===== config.mk =====
export PLATFORM = sky130hd
export DESIGN_NAME = translator_out_flat
export DESIGN_NICKNAME = d
export VERILOG_FILES = /design/src/rtl/translator_out_if.sv /design/src/rtl/translator_out.sv /design/src/flat_wrapper.sv
export SDC_FILE = /design/constraint.sdc
export NUM_CORES = 2
export LEC_CHECK = 0
export CORE_AREA = 2 2 456 458
export DETAILED_ROUTE_END_ITERATION = 10
export DIE_AREA = 0 0 458 460
export GPL_TIMING_DRIVEN = 0
export SETUP_SLACK_MARGIN = 0.4
export SYNTH_ARGS = -nofsm -noshare
export SYNTH_HDL_FRONTEND = slang
export SYNTH_SLANG_ARGS = --single-unit

===== constraint.sdc =====
create_clock -name clk -period 4.5 [get_ports clk]
set_clock_uncertainty 0.15 [all_clocks]
set_input_delay 0.45 -clock clk [delete_from_list [all_inputs] [get_ports clk]]
set_output_delay 0.45 -clock clk [all_outputs]
set_load 0.005 [all_outputs]

===== src/rtl/translator_out_if.sv =====
// translator_out_if: Avalon-ST source bundle carrying the unpacked beat from translator_out.
interface translator_out_if #(
    parameter int DATA_WIDTH = 512
);
    localparam int EW = $clog2(DATA_WIDTH / 8);

    logic [DATA_WIDTH-1:0] data;
    logic                  valid;
    logic                  ready;
    logic                  sop;
    logic                  eop;
    logic                  error;
    logic [EW-1:0]         empty;

    modport master (output data, valid, sop, eop, error, empty, input ready);
    modport slave  (input data, valid, sop, eop, error, empty, output ready);
endinterface


===== src/rtl/translator_out.sv =====
// translator_out: NoC word -> Avalon-ST beat unpacker (head/payload modes), 2-entry skid buffer, framing check.
// Define TRANSLATOR_OUT_STATS_EN to add o_pkt_count / o_err_count statistics outputs.
module translator_out #(
    parameter int DATA_WIDTH = 512,
    parameter int WIDTH_IN   = 600,
    parameter int NUM_VC     = 2,
    parameter int NOC_RADIX  = 16,
    localparam int VW        = $clog2(NUM_VC),
    localparam int AW        = $clog2(NOC_RADIX),
    localparam int EW        = $clog2(DATA_WIDTH / 8)
) (
    input  logic                clk,
    input  logic                rst_n,
    input  logic [WIDTH_IN-1:0] i_data_in,
    input  logic                i_valid_in,
    output logic                i_ready_out,
    input  logic                i_payload_in,
    translator_out_if.master    out,
    output logic [31:0]         o_pktid_out,
    output logic [AW-1:0]       o_dst_out,
    output logic [VW-1:0]       o_vc_out,
    output logic                o_framing_err
`ifdef TRANSLATOR_OUT_STATS_EN
    ,
    output logic [31:0]         o_pkt_count,
    output logic [15:0]         o_err_count
`endif
);
    localparam int Q    = WIDTH_IN / 4;
    localparam int FD   = Q - 3 - VW - AW;
    localparam int CW   = DATA_WIDTH / 4;
    localparam int PW   = DATA_WIDTH + 34;
    localparam int TOPB = PW - 3 * FD;

    typedef struct packed {
        logic [DATA_WIDTH-1:0] data;
        logic                  sop;
        logic                  eop;
        logic                  error;
        logic [EW-1:0]         empty;
        logic [31:0]           pktid;
        logic [AW-1:0]         dst;
        logic [VW-1:0]         vc;
    } beat_t;

    typedef enum logic {IDLE, IN_PKT} state_t;

    state_t        state, state_next;
    beat_t         dec;
    beat_t         mem [2];
    beat_t         head;
    logic [PW-1:0] pword;
    logic [1:0]    count, count_next;
    logic          wr_ptr, rd_ptr;
    logic          push, pop;
    logic          sop, eop;
    logic          frame_err, hdr_err, flagged;
    logic          unused_bits;

    // Pad bits and the routing fields of flits 0..2 carry nothing for this block.
    assign unused_bits = ^i_data_in;

    assign sop   = i_data_in[4*Q-2];
    assign eop   = i_data_in[Q-3];
    assign push  = i_valid_in && i_ready_out && i_data_in[4*Q-1];
    assign pop   = out.valid && out.ready;
    assign pword = {i_data_in[3*Q+FD-1 -: FD], i_data_in[2*Q+FD-1 -: FD],
                    i_data_in[Q+FD-1 -: FD],   i_data_in[FD-1 -: TOPB]};

    always_comb begin
        state_next = state;
        frame_err  = 1'b0;
        if (push) begin
            unique case (state)
                IDLE: begin
                    if (!sop)
                        frame_err = 1'b1;
                    else if (!eop)
                        state_next = IN_PKT;
                end
                IN_PKT: begin
                    frame_err = sop;
                    if (eop)
                        state_next = IDLE;
                end
            endcase
        end
    end

    always_comb begin
        dec     = '0;
        hdr_err = 1'b0;
        dec.sop = sop;
        dec.eop = eop;
        dec.vc  = i_data_in[4*Q-4 -: VW];
        dec.dst = i_data_in[4*Q-4-VW -: AW];
        if (i_payload_in) begin
            dec.data  = pword[DATA_WIDTH-1:0];
            dec.pktid = pword[DATA_WIDTH+31 -: 32];
            hdr_err   = !(pword[PW-1] && !pword[PW-2]);
        end else begin
            dec.data  = {i_data_in[3*Q+FD-1 -: CW], i_data_in[2*Q+FD-1 -: CW],
                         i_data_in[Q+FD-1 -: CW],   i_data_in[FD-1 -: CW]};
            dec.error = i_data_in[3*Q+FD-1-CW];
            dec.empty = i_data_in[3*Q+FD-2-CW -: EW];
        end
        flagged   = frame_err || hdr_err;
        dec.error = dec.error || flagged;
    end

    always_comb begin
        count_next = count;
        if (push && !pop)
            count_next = count + 2'd1;
        else if (pop && !push)
            count_next = count - 2'd1;
    end

    always_ff @(posedge clk or negedge rst_n) begin
        if (!rst_n) begin
            state         <= IDLE;
            count         <= '0;
            wr_ptr        <= 1'b0;
            rd_ptr        <= 1'b0;
            i_ready_out   <= 1'b1;
            o_framing_err <= 1'b0;
            for (int unsigned i = 0; i < 2; i++)
                mem[i] <= '0;
        end else begin
            state       <= state_next;
            count       <= count_next;
            i_ready_out <= (count_next < 2'd2);
            if (push) begin
                mem[wr_ptr] <= dec;
                wr_ptr      <= ~wr_ptr;
            end
            if (pop)
                rd_ptr <= ~rd_ptr;
            if (push && flagged)
                o_framing_err <= 1'b1;
        end
    end

    assign head        = mem[rd_ptr];
    assign out.valid   = (count != 2'd0);
    assign out.data    = head.data;
    assign out.sop     = head.sop;
    assign out.eop     = head.eop;
    assign out.error   = head.error;
    assign out.empty   = head.empty;
    assign o_pktid_out = head.pktid;
    assign o_dst_out   = head.dst;
    assign o_vc_out    = head.vc;

`ifdef TRANSLATOR_OUT_STATS_EN
    always_ff @(posedge clk or negedge rst_n) begin
        if (!rst_n) begin
            o_pkt_count <= '0;
            o_err_count <= '0;
        end else begin
            if (pop && head.eop)
                o_pkt_count <= o_pkt_count + 32'd1;
            if (push && flagged)
                o_err_count <= o_err_count + 16'd1;
        end
    end
`endif
endmodule

===== src/flat_wrapper.sv =====
// flat-port wrapper written by rule: the top's interface ports become plain ports
module translator_out_flat 
#(
    parameter int DATA_WIDTH = 512,
    parameter int WIDTH_IN   = 600,
    parameter int NUM_VC     = 2,
    parameter int NOC_RADIX  = 16,
    localparam int VW        = $clog2(NUM_VC),
    localparam int AW        = $clog2(NOC_RADIX),
    localparam int EW        = $clog2(DATA_WIDTH / 8)
)
  (clk, rst_n, i_data_in, i_valid_in, i_ready_out, i_payload_in, o_pktid_out, o_dst_out, o_vc_out, o_framing_err, out_data, out_valid, out_sop, out_eop, out_error, out_empty, out_ready);
  translator_out_if #(.DATA_WIDTH(DATA_WIDTH)) out_i ();
  input  logic clk;
  input  logic rst_n;
  input  logic [WIDTH_IN-1:0] i_data_in;
  input  logic i_valid_in;
  output logic i_ready_out;
  input  logic i_payload_in;
  output logic [31:0] o_pktid_out;
  output logic [AW-1:0] o_dst_out;
  output logic [VW-1:0] o_vc_out;
  output logic o_framing_err;
  output wire logic [$bits(out_i.data)-1:0] out_data;
  output wire logic [$bits(out_i.valid)-1:0] out_valid;
  output wire logic [$bits(out_i.sop)-1:0] out_sop;
  output wire logic [$bits(out_i.eop)-1:0] out_eop;
  output wire logic [$bits(out_i.error)-1:0] out_error;
  output wire logic [$bits(out_i.empty)-1:0] out_empty;
  input wire logic [$bits(out_i.ready)-1:0] out_ready;
  assign out_data = out_i.data;
  assign out_valid = out_i.valid;
  assign out_sop = out_i.sop;
  assign out_eop = out_i.eop;
  assign out_error = out_i.error;
  assign out_empty = out_i.empty;
  assign out_i.ready = out_ready;
  translator_out #(.DATA_WIDTH(DATA_WIDTH), .WIDTH_IN(WIDTH_IN), .NUM_VC(NUM_VC), .NOC_RADIX(NOC_RADIX)) u_core (.clk(clk), .rst_n(rst_n), .i_data_in(i_data_in), .i_valid_in(i_valid_in), .i_ready_out(i_ready_out), .i_payload_in(i_payload_in), .out(out_i), .o_pktid_out(o_pktid_out), .o_dst_out(o_dst_out), .o_vc_out(o_vc_out), .o_framing_err(o_framing_err));
endmodule

Word level (Yosys, flattened, before mapping)
Cells that the tools add are included.
- input bits: 605
- word-level logic and storage cells: 66
- register bits after elaboration: 1123
- $lt $le $gt $ge: 4
- bitwise logic cells: 5
- $add $sub $neg: 2
- reductions and logical operators: 15
- muxes and demuxes: 18
- operator list (operator ; count):
    two-way mux 558 bit ; 4
    bitwise mux 1116 bit ; 1
    demux 558 bit (select 1 bit) ; 1
    two-way mux 512 bit ; 1
    two-way mux 32 bit ; 1
    logical AND 1 bit ; 8
    two-way mux 7 bit ; 1
    two-way mux 1 bit ; 5
    greater-or-equal comparator 2 bit (second input constant) ; 2
    logical NOT 1 bit ; 4
    two-way mux 2 bit ; 2
    NOT 1 -> 2 bit ; 2
    case mux 1 bit (2 select lines) ; 2
    NOT 1 bit ; 3
    adder 2 x 1 -> 2 bit (second input constant) ; 1
    logical OR 1 bit ; 2
    less-than comparator 2 x 1 -> 1 bit (second input constant) ; 1
    less-than comparator 2 bit (second input constant) ; 1
    nonzero test 2 bit ; 1
    subtractor 2 x 1 -> 2 bit (second input constant) ; 1

Longest topological paths before layout
- word-level depth: 7
- gate-level depth with buffers: 9
- depth with buffers taken out: 9

Worst setup path before layout
Ideal clock, no wire load.
- path type: register to output
- start: reg u_core.rd_ptr
- end: out out_data[472]
- setup slack: 2.660 ns
- stages on the path, launching flop included: 5
- required time: 3.900 ns
- arrival: 1.240 ns
- path through: dfrtp_1 > buf_2 > buf_2 > buf_2 > mux2_2
- word-level cells in the longest chain between the ends: 4
- ends and longest elaborated chain (what ; line ; RTL):
    start: declaration ; translator_out.sv:54 ; logic wr_ptr, rd_ptr;
    start signal: assignment ; translator_out.sv:138 ; rd_ptr <= ~rd_ptr;
    NOT 1 -> 2 bit (not written as such) ; translator_out.sv:144 ; assign head = mem[rd_ptr];
    two-way mux 558 bit (not written as such) (3 in series) ; translator_out.sv:144 ;
    end: declaration ; flat_wrapper.sv:24 ; output wire logic [$bits(out_i.data)-1:0] out_data;
Every way passes these cells. The select of a mux whose other input is x is not followed.

Worst setup path after layout
- start: reg u_core.rd_ptr
- end: out out_data[178]
Same word-level chain as after synthesis.

==> out/qor.csv <==
metric;value;unit
total track usage;0.2360;
Clock Tree Buf Depth;3;
Initial Utilization;0.2533;
Synth Area per Inst;10.69;um^2
Sink Count;1123;
antenna violations before repair;41;
status;completed;
max-cap viol count;0;
Num CTS Buffers;132;
Setup WS pre-CTS;0.8402;ns
Worst-path clk slew;0.06;ns
Area Growth Syn to Fin;37.43;%
Yosys top cell by area;dfrtp_1;
min setup slack post-route;0.5892;ns
PD cells;735.4;nW/um^2
sequential area share after synthesis;0.5384;
Clock Latency Late Sink;0.78;ns
GR met2 Demand/Resource;0.3680;
GR Layer Usage met3;0.08699;
global-route wire length before repair;352200;um
Final min period;3.911;ns
# port buffers;1126;
Filler Cell Count;20758;
synth unique cells;31;
Required @ worst endpoint;3.90;ns
fin nets;6758;
CTS H-tree lvls;4;
Final HPWL DP;203300;um
vias;44411;
# setup viols final;0;
Synth Cell Area;52200;um^2
Placeable Area;206000;um^2
CP max FO;10;
syn_nets;5489;
die height;460;um
FF+latch area;28100;um^2
crit path DAT;3.31;ns
CP Class;reg2out;
share of the synthesized area in the top cell type;0.5379;
footprint of the multi-input gates;21650;um^2
met1 Use GR;0.2830;
row cnt;167;
vias in the first global route;45185;
Util after Layout;0.3482;
post-route ant nets;0;
total gr overflow;0;
GPL Wtd Cong;0.9334;
drt pass-1 iters;7;
DIE WIDTH;458;um
slew margin rel.;0.3123;
fmax;0.2557;GHz
setup TNS;0;ns
CP startpoint kind;flip-flop;
synthesized instance count;4881;
top cells by count, synth;nand2_1 (1179), dfrtp_1 (1122), o21ai_0 (836);
Die ar.;210700;um^2
final hold vios;0;
CTS tree;yes;
Wirelength per Cell;28.58;um
share of layout cells above drive strength 1;0.1685;
EDFF count, synth;0;
Worst-Margin Slew;1.032;ns
RSZ-0062 raised after global routing;no;
final WL;256600;um
most frequent cell after synthesis;nand2_1;
Residual DRC;0;
root buffer cell;clkbuf_16;
Worst Hold Class;in2async;
top cells by area, synth;dfrtp_1 (54%), mux2_2 (12%), mux2i_1 (9.9%);
Primary FF master, synth;dfrtp_1;
grt peak-use layer;met2;
part of the cycle the worst path needs;0.8691;
Iter 0 DRT Violations;3944;
I/O pin count;1166;
Post-CTS Setup Bufs;0;
FF+latch count, synth;1123;
pins over their slew limit;0;
crit end category;primary output;
DR vias/cell;4.946;
Async S/R FF share, synth;1.000;
synth warn;0;
largest net degree at the start of global routing;177;
maximum vdd drop;0.3547;mV
Pleak;32.42;nW
worst max-delay path, stage by stage, from the launching register on:
cell and delay (ns):
dfrtp_1 0.32, buf_4 0.31, buf_4 0.34, buf_2 0.44, mux2_2 0.39, clkdlybuf4s50_1 0.71
repair_timing:
item,CTS,global route
endpoints found under the setup margin,77,0
endpoints found under the hold margin,251,0
hold buffers,2,0
gates resized for setup,3,0
logic make-up after synthesis:
kind of cell / after synthesis / share of synthesized area
fa+ha+maj: 3 / 0.0007192
flops: 1123 / 0.5384
xor+xnor: 2 / 0.0003357
buf+inv: 376 / 0.04686
compound gates: 1109 / 0.1075
mux: 1073 / 0.2191
simple gates: 1195 / 0.08704
layer usage:
layer	vias to the layer above	wire length [um]
met5	-	131
met4	20	14410
met3	446	25960
met2	2012	115600
met1	22583	100500
li1	19350	-
final cells by class:
class | instances | area share
plain buffers | 371 | 0.03391
repair buffers | 1135 | 0.1603
multi-input cells | 3382 | 0.3018
inverters | 5 | 0.0002616
well taps | 2704 | 0.04716
diodes | 19 | 0.0006628
flip-flops and latches | 1123 | 0.3918
clock buffers | 192 | 0.05452
clock inverters | 49 | 0.009646
placed cells by master, fill, tap and decap left out, drive strengths merged, types with 2 or more instances in the layout:
cell / count
clkinvlp: 2
o21ai: 1101
dlygate4sd3: 2
nor2: 3
dfrtp: 1122
a21oi: 3
clkbuf: 303
ha: 3
mux2i: 515
inv: 14
nand2: 1179
xor2: 2
buf: 268
mux2: 558
clkinv: 28
clkdlybuf4s50: 1124
a31oi: 2
diode: 19
nand2b: 7
bufinv: 10
state kept, by name, summed over array words and instances, names as in the netlist, named ones only:
register / flops
u_core.mem: 1116
u_core.count: 1
u_core.i_ready_out: 1
u_core.o_framing_err: 1
u_core.rd_ptr: 1
u_core.state: 1
u_core.wr_ptr: 1
metrics by stage:
stage / hold WS [ns] / power, W / cells / instance area (um^2)
after global routing: 0.05640 / 0.05552 / 8976 / 71720
after detailed placement: 0.2256 / 0.04135 / 8718 / 67060
after global placement: 0.3046 / 0.04121 / 8711 / 66850
final: 0.08037 / 0.05275 / 8980 / 71730
after CTS: 0.01566 / 0.05295 / 8961 / 71690
after floorplan: 0.004409 / 0.02651 / 4881 / 52200
where the power goes:
| group | switching (W) | total (W) | internal, W |
|---|---|---|---|
| clock | 0.00465 | 0.0113 | 0.00668 |
| sequential | 0.00229 | 0.0170 | 0.0147 |
| combinational | 0.0126 | 0.0244 | 0.0118 |
| total | 0.0195 | 0.0528 | 0.0332 |
final timing paths:
| check | cells after the start | from | slack [ns] | to |
|---|---|---|---|---|
| worst min-delay path | 2 | rst_n | 0.08 | u_core.mem[728] |
| min in group clk | 3 | i_data_in[595] | 0.08 | u_core.mem[562] |
| max in group asynchronous | 5 | rst_n | 1.25 | u_core.mem[1014] |
| worst max register to register | 6 | u_core.i_ready_out | 1.67 | u_core.mem[207] |
| worst max-delay path | 5 | u_core.rd_ptr | 0.59 | out_data[178] |
| worst min register to register | 2 | u_core.mem[1] | 0.32 | u_core.mem[1] |
Note: power is estimated with default switching activity, not from simulation.
